--- src/rtl/multiplier_datapath_taint_if.sv ---
// rtl/multiplier_datapath_taint_if.sv - command/operand/product bundle between controller and datapath
interface multiplier_datapath_taint_if #(
    parameter int WIDTH = 4
);
    logic [WIDTH-1:0]   multiplicand;
    logic [WIDTH-1:0]   multiplicand_t;
    logic [WIDTH-1:0]   multiplier;
    logic [WIDTH-1:0]   multiplier_t;
    logic               mdld;
    logic               mdld_t;
    logic               mrld;
    logic               mrld_t;
    logic               rsclear;
    logic               rsclear_t;
    logic               rsload;
    logic               rsload_t;
    logic               rsshr;
    logic               rsshr_t;
    logic               productDone;
    logic               productDone_t;
    logic [WIDTH-1:0]   multiplierReg;
    logic               multiplierReg_t;
    logic [2*WIDTH-1:0] product;
    logic [2*WIDTH-1:0] product_t;
    logic               product_valid;
    logic               product_valid_t;

    modport master (
        output multiplicand, multiplicand_t, multiplier, multiplier_t,
        output mdld, mdld_t, mrld, mrld_t, rsclear, rsclear_t,
        output rsload, rsload_t, rsshr, rsshr_t, productDone, productDone_t,
        input  multiplierReg, multiplierReg_t, product, product_t,
        input  product_valid, product_valid_t
    );

    modport slave (
        input  multiplicand, multiplicand_t, multiplier, multiplier_t,
        input  mdld, mdld_t, mrld, mrld_t, rsclear, rsclear_t,
        input  rsload, rsload_t, rsshr, rsshr_t, productDone, productDone_t,
        output multiplierReg, multiplierReg_t, product, product_t,
        output product_valid, product_valid_t
    );
endinterface

--- src/rtl/multiplier_datapath_taint.sv ---
// rtl/multiplier_datapath_taint.sv - shift-add multiplier datapath with per-bit taint shadow
module multiplier_datapath_taint #(
    parameter int WIDTH = 4
) (
    input  logic                       clk,
    input  logic                       rst_n,
    multiplier_datapath_taint_if.slave bus
);
    localparam int W = WIDTH;

    logic [W-1:0]   md, md_t, mr, mr_t;
    logic [2*W:0]   rs, rs_t, rs_nxt, rs_t_nxt;
    logic [2*W-1:0] p, p_t;
    logic           pv, pv_t;
    logic [W:0]     sum, sum_t, md_t_ext;
    logic           acc;

    // Add taint is a carry-chain prefix: bit i can be influenced by any lower operand bit.
    always_comb begin
        sum      = rs[2*W:W] + {1'b0, md};
        md_t_ext = {1'b0, md_t};
        acc      = 1'b0;
        sum_t    = '0;
        for (int i = 0; i <= W; i++) begin
            acc      = acc | rs_t[W+i] | md_t_ext[i];
            sum_t[i] = acc;
        end
    end

    always_comb begin
        rs_nxt   = rs;
        rs_t_nxt = rs_t;
        if (bus.rsclear) begin
            rs_nxt   = '0;
            rs_t_nxt = '0;
        end else if (bus.rsload) begin
            rs_nxt[2*W:W]   = sum;
            rs_t_nxt[2*W:W] = sum_t;
        end else if (bus.rsshr) begin
            rs_nxt   = {1'b0, rs[2*W:1]};
            rs_t_nxt = {1'b0, rs_t[2*W:1]};
        end
        // A tainted command may or may not have fired, so the whole register is suspect.
        if (bus.rsclear_t || bus.rsload_t || bus.rsshr_t) begin
            rs_t_nxt = '1;
        end
    end

    always_ff @(posedge clk or negedge rst_n) begin
        if (!rst_n) begin
            md   <= '0;
            md_t <= '0;
            mr   <= '0;
            mr_t <= '0;
            rs   <= '0;
            rs_t <= '0;
            p    <= '0;
            p_t  <= '0;
            pv   <= 1'b0;
            pv_t <= 1'b0;
        end else begin
            if (bus.mdld) begin
                md   <= bus.multiplicand;
                md_t <= bus.multiplicand_t;
            end
            if (bus.mdld_t) begin
                md_t <= '1;
            end
            if (bus.mrld) begin
                mr   <= bus.multiplier;
                mr_t <= bus.multiplier_t;
            end
            if (bus.mrld_t) begin
                mr_t <= '1;
            end
            rs   <= rs_nxt;
            rs_t <= rs_t_nxt;
            // RS[2W:1] before the final shift equals RS[2W-1:0] after it.
            if (bus.productDone) begin
                p   <= rs[2*W:1];
                p_t <= rs_t[2*W:1] | {(2*W){bus.productDone_t}};
            end
            pv   <= bus.productDone;
            pv_t <= bus.productDone_t;
        end
    end

    assign bus.multiplierReg   = mr;
    assign bus.multiplierReg_t = |mr_t;
    assign bus.product         = p;
    assign bus.product_t       = p_t;
    assign bus.product_valid   = pv;
    assign bus.product_valid_t = pv_t;
endmodule

--- src/flat_wrapper.sv ---
// flat-port wrapper written by rule: the top's interface ports become plain ports
module multiplier_datapath_taint_flat 
#(
    parameter int WIDTH = 4
)
  (clk, rst_n, bus_multiplicand, bus_multiplicand_t, bus_multiplier, bus_multiplier_t, bus_mdld, bus_mdld_t, bus_mrld, bus_mrld_t, bus_rsclear, bus_rsclear_t, bus_rsload, bus_rsload_t, bus_rsshr, bus_rsshr_t, bus_productDone, bus_productDone_t, bus_multiplierReg, bus_multiplierReg_t, bus_product, bus_product_t, bus_product_valid, bus_product_valid_t);
  multiplier_datapath_taint_if #(.WIDTH(WIDTH)) bus_i ();
  input  logic clk;
  input  logic rst_n;
  input wire logic [$bits(bus_i.multiplicand)-1:0] bus_multiplicand;
  input wire logic [$bits(bus_i.multiplicand_t)-1:0] bus_multiplicand_t;
  input wire logic [$bits(bus_i.multiplier)-1:0] bus_multiplier;
  input wire logic [$bits(bus_i.multiplier_t)-1:0] bus_multiplier_t;
  input wire logic [$bits(bus_i.mdld)-1:0] bus_mdld;
  input wire logic [$bits(bus_i.mdld_t)-1:0] bus_mdld_t;
  input wire logic [$bits(bus_i.mrld)-1:0] bus_mrld;
  input wire logic [$bits(bus_i.mrld_t)-1:0] bus_mrld_t;
  input wire logic [$bits(bus_i.rsclear)-1:0] bus_rsclear;
  input wire logic [$bits(bus_i.rsclear_t)-1:0] bus_rsclear_t;
  input wire logic [$bits(bus_i.rsload)-1:0] bus_rsload;
  input wire logic [$bits(bus_i.rsload_t)-1:0] bus_rsload_t;
  input wire logic [$bits(bus_i.rsshr)-1:0] bus_rsshr;
  input wire logic [$bits(bus_i.rsshr_t)-1:0] bus_rsshr_t;
  input wire logic [$bits(bus_i.productDone)-1:0] bus_productDone;
  input wire logic [$bits(bus_i.productDone_t)-1:0] bus_productDone_t;
  output wire logic [$bits(bus_i.multiplierReg)-1:0] bus_multiplierReg;
  output wire logic [$bits(bus_i.multiplierReg_t)-1:0] bus_multiplierReg_t;
  output wire logic [$bits(bus_i.product)-1:0] bus_product;
  output wire logic [$bits(bus_i.product_t)-1:0] bus_product_t;
  output wire logic [$bits(bus_i.product_valid)-1:0] bus_product_valid;
  output wire logic [$bits(bus_i.product_valid_t)-1:0] bus_product_valid_t;
  assign bus_i.multiplicand = bus_multiplicand;
  assign bus_i.multiplicand_t = bus_multiplicand_t;
  assign bus_i.multiplier = bus_multiplier;
  assign bus_i.multiplier_t = bus_multiplier_t;
  assign bus_i.mdld = bus_mdld;
  assign bus_i.mdld_t = bus_mdld_t;
  assign bus_i.mrld = bus_mrld;
  assign bus_i.mrld_t = bus_mrld_t;
  assign bus_i.rsclear = bus_rsclear;
  assign bus_i.rsclear_t = bus_rsclear_t;
  assign bus_i.rsload = bus_rsload;
  assign bus_i.rsload_t = bus_rsload_t;
  assign bus_i.rsshr = bus_rsshr;
  assign bus_i.rsshr_t = bus_rsshr_t;
  assign bus_i.productDone = bus_productDone;
  assign bus_i.productDone_t = bus_productDone_t;
  assign bus_multiplierReg = bus_i.multiplierReg;
  assign bus_multiplierReg_t = bus_i.multiplierReg_t;
  assign bus_product = bus_i.product;
  assign bus_product_t = bus_i.product_t;
  assign bus_product_valid = bus_i.product_valid;
  assign bus_product_valid_t = bus_i.product_valid_t;
  multiplier_datapath_taint #(.WIDTH(WIDTH)) u_core (.clk(clk), .rst_n(rst_n), .bus(bus_i));
endmodule
--- config.mk ---
export PLATFORM = sky130hd
export DESIGN_NAME = multiplier_datapath_taint_flat
export DESIGN_NICKNAME = d
export VERILOG_FILES = /design/src/rtl/multiplier_datapath_taint_if.sv /design/src/rtl/multiplier_datapath_taint.sv /design/src/flat_wrapper.sv
export SDC_FILE = /design/constraint.sdc
export NUM_CORES = 1
export LEC_CHECK = 0
export CORE_MARGIN = 3
export CORE_UTILIZATION = 49
export CTS_CLUSTER_DIAMETER = 80
export DETAILED_ROUTE_END_ITERATION = 7
export PLACE_DENSITY = 0.9
export SETUP_SLACK_MARGIN = 0.5
export SYNTH_ARGS = -nofsm -noshare
export SYNTH_HDL_FRONTEND = slang
export SYNTH_SLANG_ARGS = --single-unit
--- constraint.sdc ---
create_clock -name clk -period 2.05 [get_ports clk]
set_input_delay 0.205 -clock clk [delete_from_list [all_inputs] [get_ports clk]]
set_output_delay 0.205 -clock clk [all_outputs]
set_load 0.05 [all_outputs]
; Yosys cells after proc, flatten, opt, wreduce, memory -nomap -nowiden
; Cells that the tools add are included.
[totals]
register_bits = 52
input_bits = 30
[op_classes]
add_sub_neg = 1
n_eq_ne = 2
muxes = 13
bitwise_logic = 9
n_reduce_logical = 11
[op_table]
columns = cell, n
row1 = two-way mux 9 bit, 5
row2 = two-way mux 4 bit, 6
row3 = two-way mux 5 bit, 2
row4 = OR 1 bit, 8
row5 = OR 8 bit, 1
row6 = nonzero test 2 bit, 3
row7 = nonzero test 3 bit, 2
row8 = adder 5 x 4 -> 5 bit, 1
row9 = AND reduction 2 bit, 2
row10 = nonzero test 4 bit, 1
row11 = OR reduction 4 bit, 1
row12 = != test 3 x 2 -> 1 bit (second input constant), 1
row13 = logical OR 1 bit, 2
row14 = != test 2 bit (second input constant), 1

; Logic depth before layout (Yosys ltp)
[depth]
word_depth = 11
mapped_depth = 6
mapped_depth_nobuf = 6

; Least setup slack after synthesis
; Ideal clock, no wire load.
[synth_timing]
path_kind = reg-to-reg
start = reg u_core.rs[4]
end = reg u_core.rs[8]
setup_time_ns = 0.087
t_arrival_ns = 1.516
required_ns = 1.963
slack_ns = 0.447
stages_incl_launch_ff = 7
cell_sequence = dfrtp_1 > ha_1 > inv_1 > fa_1 > nand2b_1 > a2111o_1 > o211ai_1
[synth_between]
elab_chain_cells = 3
[synth_lines]
columns = item, line
row1 = "start, declared", multiplier_datapath_taint.sv:12  ; logic [2*W:0] rs, rs_t, rs_nxt, rs_t_nxt;
row2 = "start signal, assigned", multiplier_datapath_taint.sv:76  ; rs <= rs_nxt;
row3 = adder 5 x 4 -> 5 bit, multiplier_datapath_taint.sv:20  ; sum = rs[2*W:W] + {1'b0, md};
row4 = two-way mux 5 bit, multiplier_datapath_taint.sv:36  ; end else if (bus.rsload) begin
row5 = two-way mux 9 bit, multiplier_datapath_taint.sv:33  ; if (bus.rsclear) begin
; No other way between the ends.
; A chain may end at the register's enable or synchronous reset.

; Worst setup path in the final report
; Same ends and word-level chain as after synthesis.

==> impl_metrics.ini <==
[route]
drt_iter0_drc = 84
vias = 1625
drt_first_pass_iters = 4
drc_errors = 0
drtAntennaViolNets = 0
routed_wl_mm = 4.54
wire_per_inst_um = 15.1
vias_per_cell = 5.42

[clocking]
cts_buffers = 5
cts.sinks = 50
cts-htree-levels = 2
cts_root_buffer = clkbuf_8
cts_tree = yes
clock_path_buffers = 2
clk_pin_slew_ps = 100
clock_latency_ps = 310

[grt]
grt_pass1_wl_mm = 7.22
gr-total-overflow = 0
grt_pass1_vias = 1550
track_usage_pct = 17.9
grt_max_degree = 35
antenna_found_initial = 0

[critical_path]
critPathLaunchType = flop
rr_worst_depth = 6
endpoint = u_core.rs[8]
critical_path_class = reg -> reg
reg2reg_to = u_core.rs[8]
path_max_fanout = 2
rr_startpoint = u_core.rs[4]
worstSetupEndpointType = flop
crit_start = u_core.rs[4]
required_ps = 2270
arrival_ps = 1870
reg2reg_setup_slack_ps = 410

[synthesis]
synthesis.area_um2 = 2210
ys_ff_latch = 50
synth_top_area_share_pct = 56.6
synth.area.top_cells = dfrtp_1 (57%), mux2_2 (8.7%), nor2_1 (4.2%), mux2i_1 (3.6%), a211o_1 (3.2%)
syn_avg_cell_area_um2 = 11.6
ys.flop_type = dfrtp_1
synthArstFlopShare_pct = 100
synthTopCellsByCount = dfrtp_1 (50), nor2_1 (25), mux2_2 (17), a21oi_1 (13), nor2b_1 (11)
synth_nets = 225
yosys.cell_count.top_type = dfrtp_1
yosysSeqAreaShare_pct = 56.6
synth_edf_count = 0
netlist_instances = 190
ys.warnings.count = 0
synth_top_area_cell = dfrtp_1
synth_cell_types = 33

[floorplan]
rows = 23
io_pins = 53
die_y_um = 73.2
die_w_um = 73.2
start_util_pct = 53.0
design.die.area_um2 = 5350
coreArea_um2 = 4170

[timing]
fin_crit_ps = 1640
finalMaxSlewViolations = 0
max_slew_margin_pct = 48.9
hold_viol_final = 0
setup_viol = 0
tightest_slew_ps = 767
fmaxAchievable_mhz = 609
fin_tns_setup_ps = 0
rsz0062_at_grt = yes
fin_crit_sh_pct = 80.1
clock_skew_ps = 15.4

[cells_and_area]
diodes = 0
fill_cells = 311
drive_gt1_share_pct = 16.8
syn_to_final_growth_pct = 32.8
nNetsFinal = 284

[min_path]
hp-class = in -> reg

[power_and_ir_drop]
ir_drop_uv = 455
p_total_w = 0.00224
power_leakage_nw = 1.27
cellPowerDensity_nw_per_um2 = 762

[run]
cap_violations = 0

[run_status]
outcome = finished clean

[place]
dpl.hpwl_mm = 3.35
io_buffers = 52
place.gp.congestion = 0.841
## layer usage
metal | global-route usage (%) | share of wire [%]
met5 | 0 | 0
met2 | 28.6 | 50
met1 | 22.8 | 44
met4 | 7.38 | 1.0
met3 | 5.10 | 5.6
## cells in the final DEF (no fill, tap or decap), drive strengths merged
cell type / n
or3: 2
dlygate4sd3: 1
dfrtp: 50
a31oi: 1
a21oi: 13
nor2: 25
or4b: 2
nor2b: 11
nor4: 1
a211o: 8
bufinv: 1
dlygate4sd2: 22
nand2b: 4
clkdlybuf4s50: 28
inv: 5
mux2i: 8
a211oi: 5
and4b: 1
nand2: 2
nand3: 2
mux2: 17
o211ai: 1
nor3: 4
o21ai: 6
and3: 1
fa: 1
or4: 1
buf: 11
or2: 1
a311o: 1
ha: 4
xor2: 1
a2111o: 1
o31ai: 2
clkbuf: 6
## worst max-delay path, stage by stage (launching register included)
cell and delay (ps):
dfrtp_1 380, ha_2 180, inv_1 50, fa_2 350, nand2b_4 160, a2111o_1 360, o211ai_1 90
## logic make-up (layout without fill, tap and decap cells)
logic type	count (synthesis)	after routing	share of synthesized area, %
buffers and inverters	14	74	2.83
adder cells (fa/ha/maj)	5	5	3.17
AND/OR/NAND/NOR	57	57	13.3
multiplexers	25	25	12.3
AO/OA/AOI/OAI	38	38	11.4
flip-flops	50	50	56.6
XOR/XNOR	1	1	0.396
## per-stage QoR
stage	area (um2)	util (%)	worst slack (ps)	hold slack, ps	instances
floorplan	2220	-	499	-90.6	190
global placement	2810	67.3	274	304	289
detailed placement	2810	67.3	227	310	289
CTS	2920	70.0	384	470	300
global route	2940	70.4	338	490	300
finish	2940	70.4	408	473	300
## how the worst min path moves through the flow
stage                                  end                 from  cells past startpoint
4_1_cts                       u_core.md[1]  bus_multiplicand[1]                      3
5_1_grt                       u_core.md[1]  bus_multiplicand[1]                      3
3_3_place_gp       u_core.bus.product_t[6]                rst_n                      1
3_5_place_dp       u_core.bus.product_t[6]                rst_n                      1
2_1_floorplan  u_core.bus.multiplierReg[0]                rst_n                      0
6_report                      u_core.md[1]  bus_multiplicand[1]                      3
## cell type report
class | instances | area (um2) | area share [%]
flip-flops and latches | 50 | 1250 | 42.6
multi-input cells | 126 | 916 | 31.2
repair buffers | 62 | 571 | 19.4
clock buffers | 6 | 82.6 | 2.81
well taps | 50 | 62.6 | 2.13
clock inverters | 2 | 38.8 | 1.32
inverters | 4 | 15.0 | 0.511
## sequential cells by signal, summed over array words and instances (netlist names)
register and flops:
u_core.bus.multiplierReg 4, u_core.bus.product 8, u_core.bus.product_t 8, u_core.bus.product_valid 1
u_core.bus.product_valid_t 1, u_core.md 4, u_core.md_t 4, u_core.mr_t 4
u_core.rs 8, u_core.rs_t 8
## what timing repair did
action / 4_1_cts / 5_1_grt
hold buffers: 1 / 0
setup endpoints to repair: 24 / 3
buffers inserted: 2 / 0
gates resized for setup: 27 / 6
hold endpoints to repair: 32 / 0
pin swaps: 1 / 1
## power breakdown
| group | switching [W] | internal, W |
|---|---|---|
| sequential | 0.0000411 | 0.00105 |
| clock | 0.000326 | 0.000401 |
| combinational | 0.000242 | 0.000179 |
| total | 0.000609 | 0.00163 |
No activity file was read; power rests on OpenSTA's default activity.
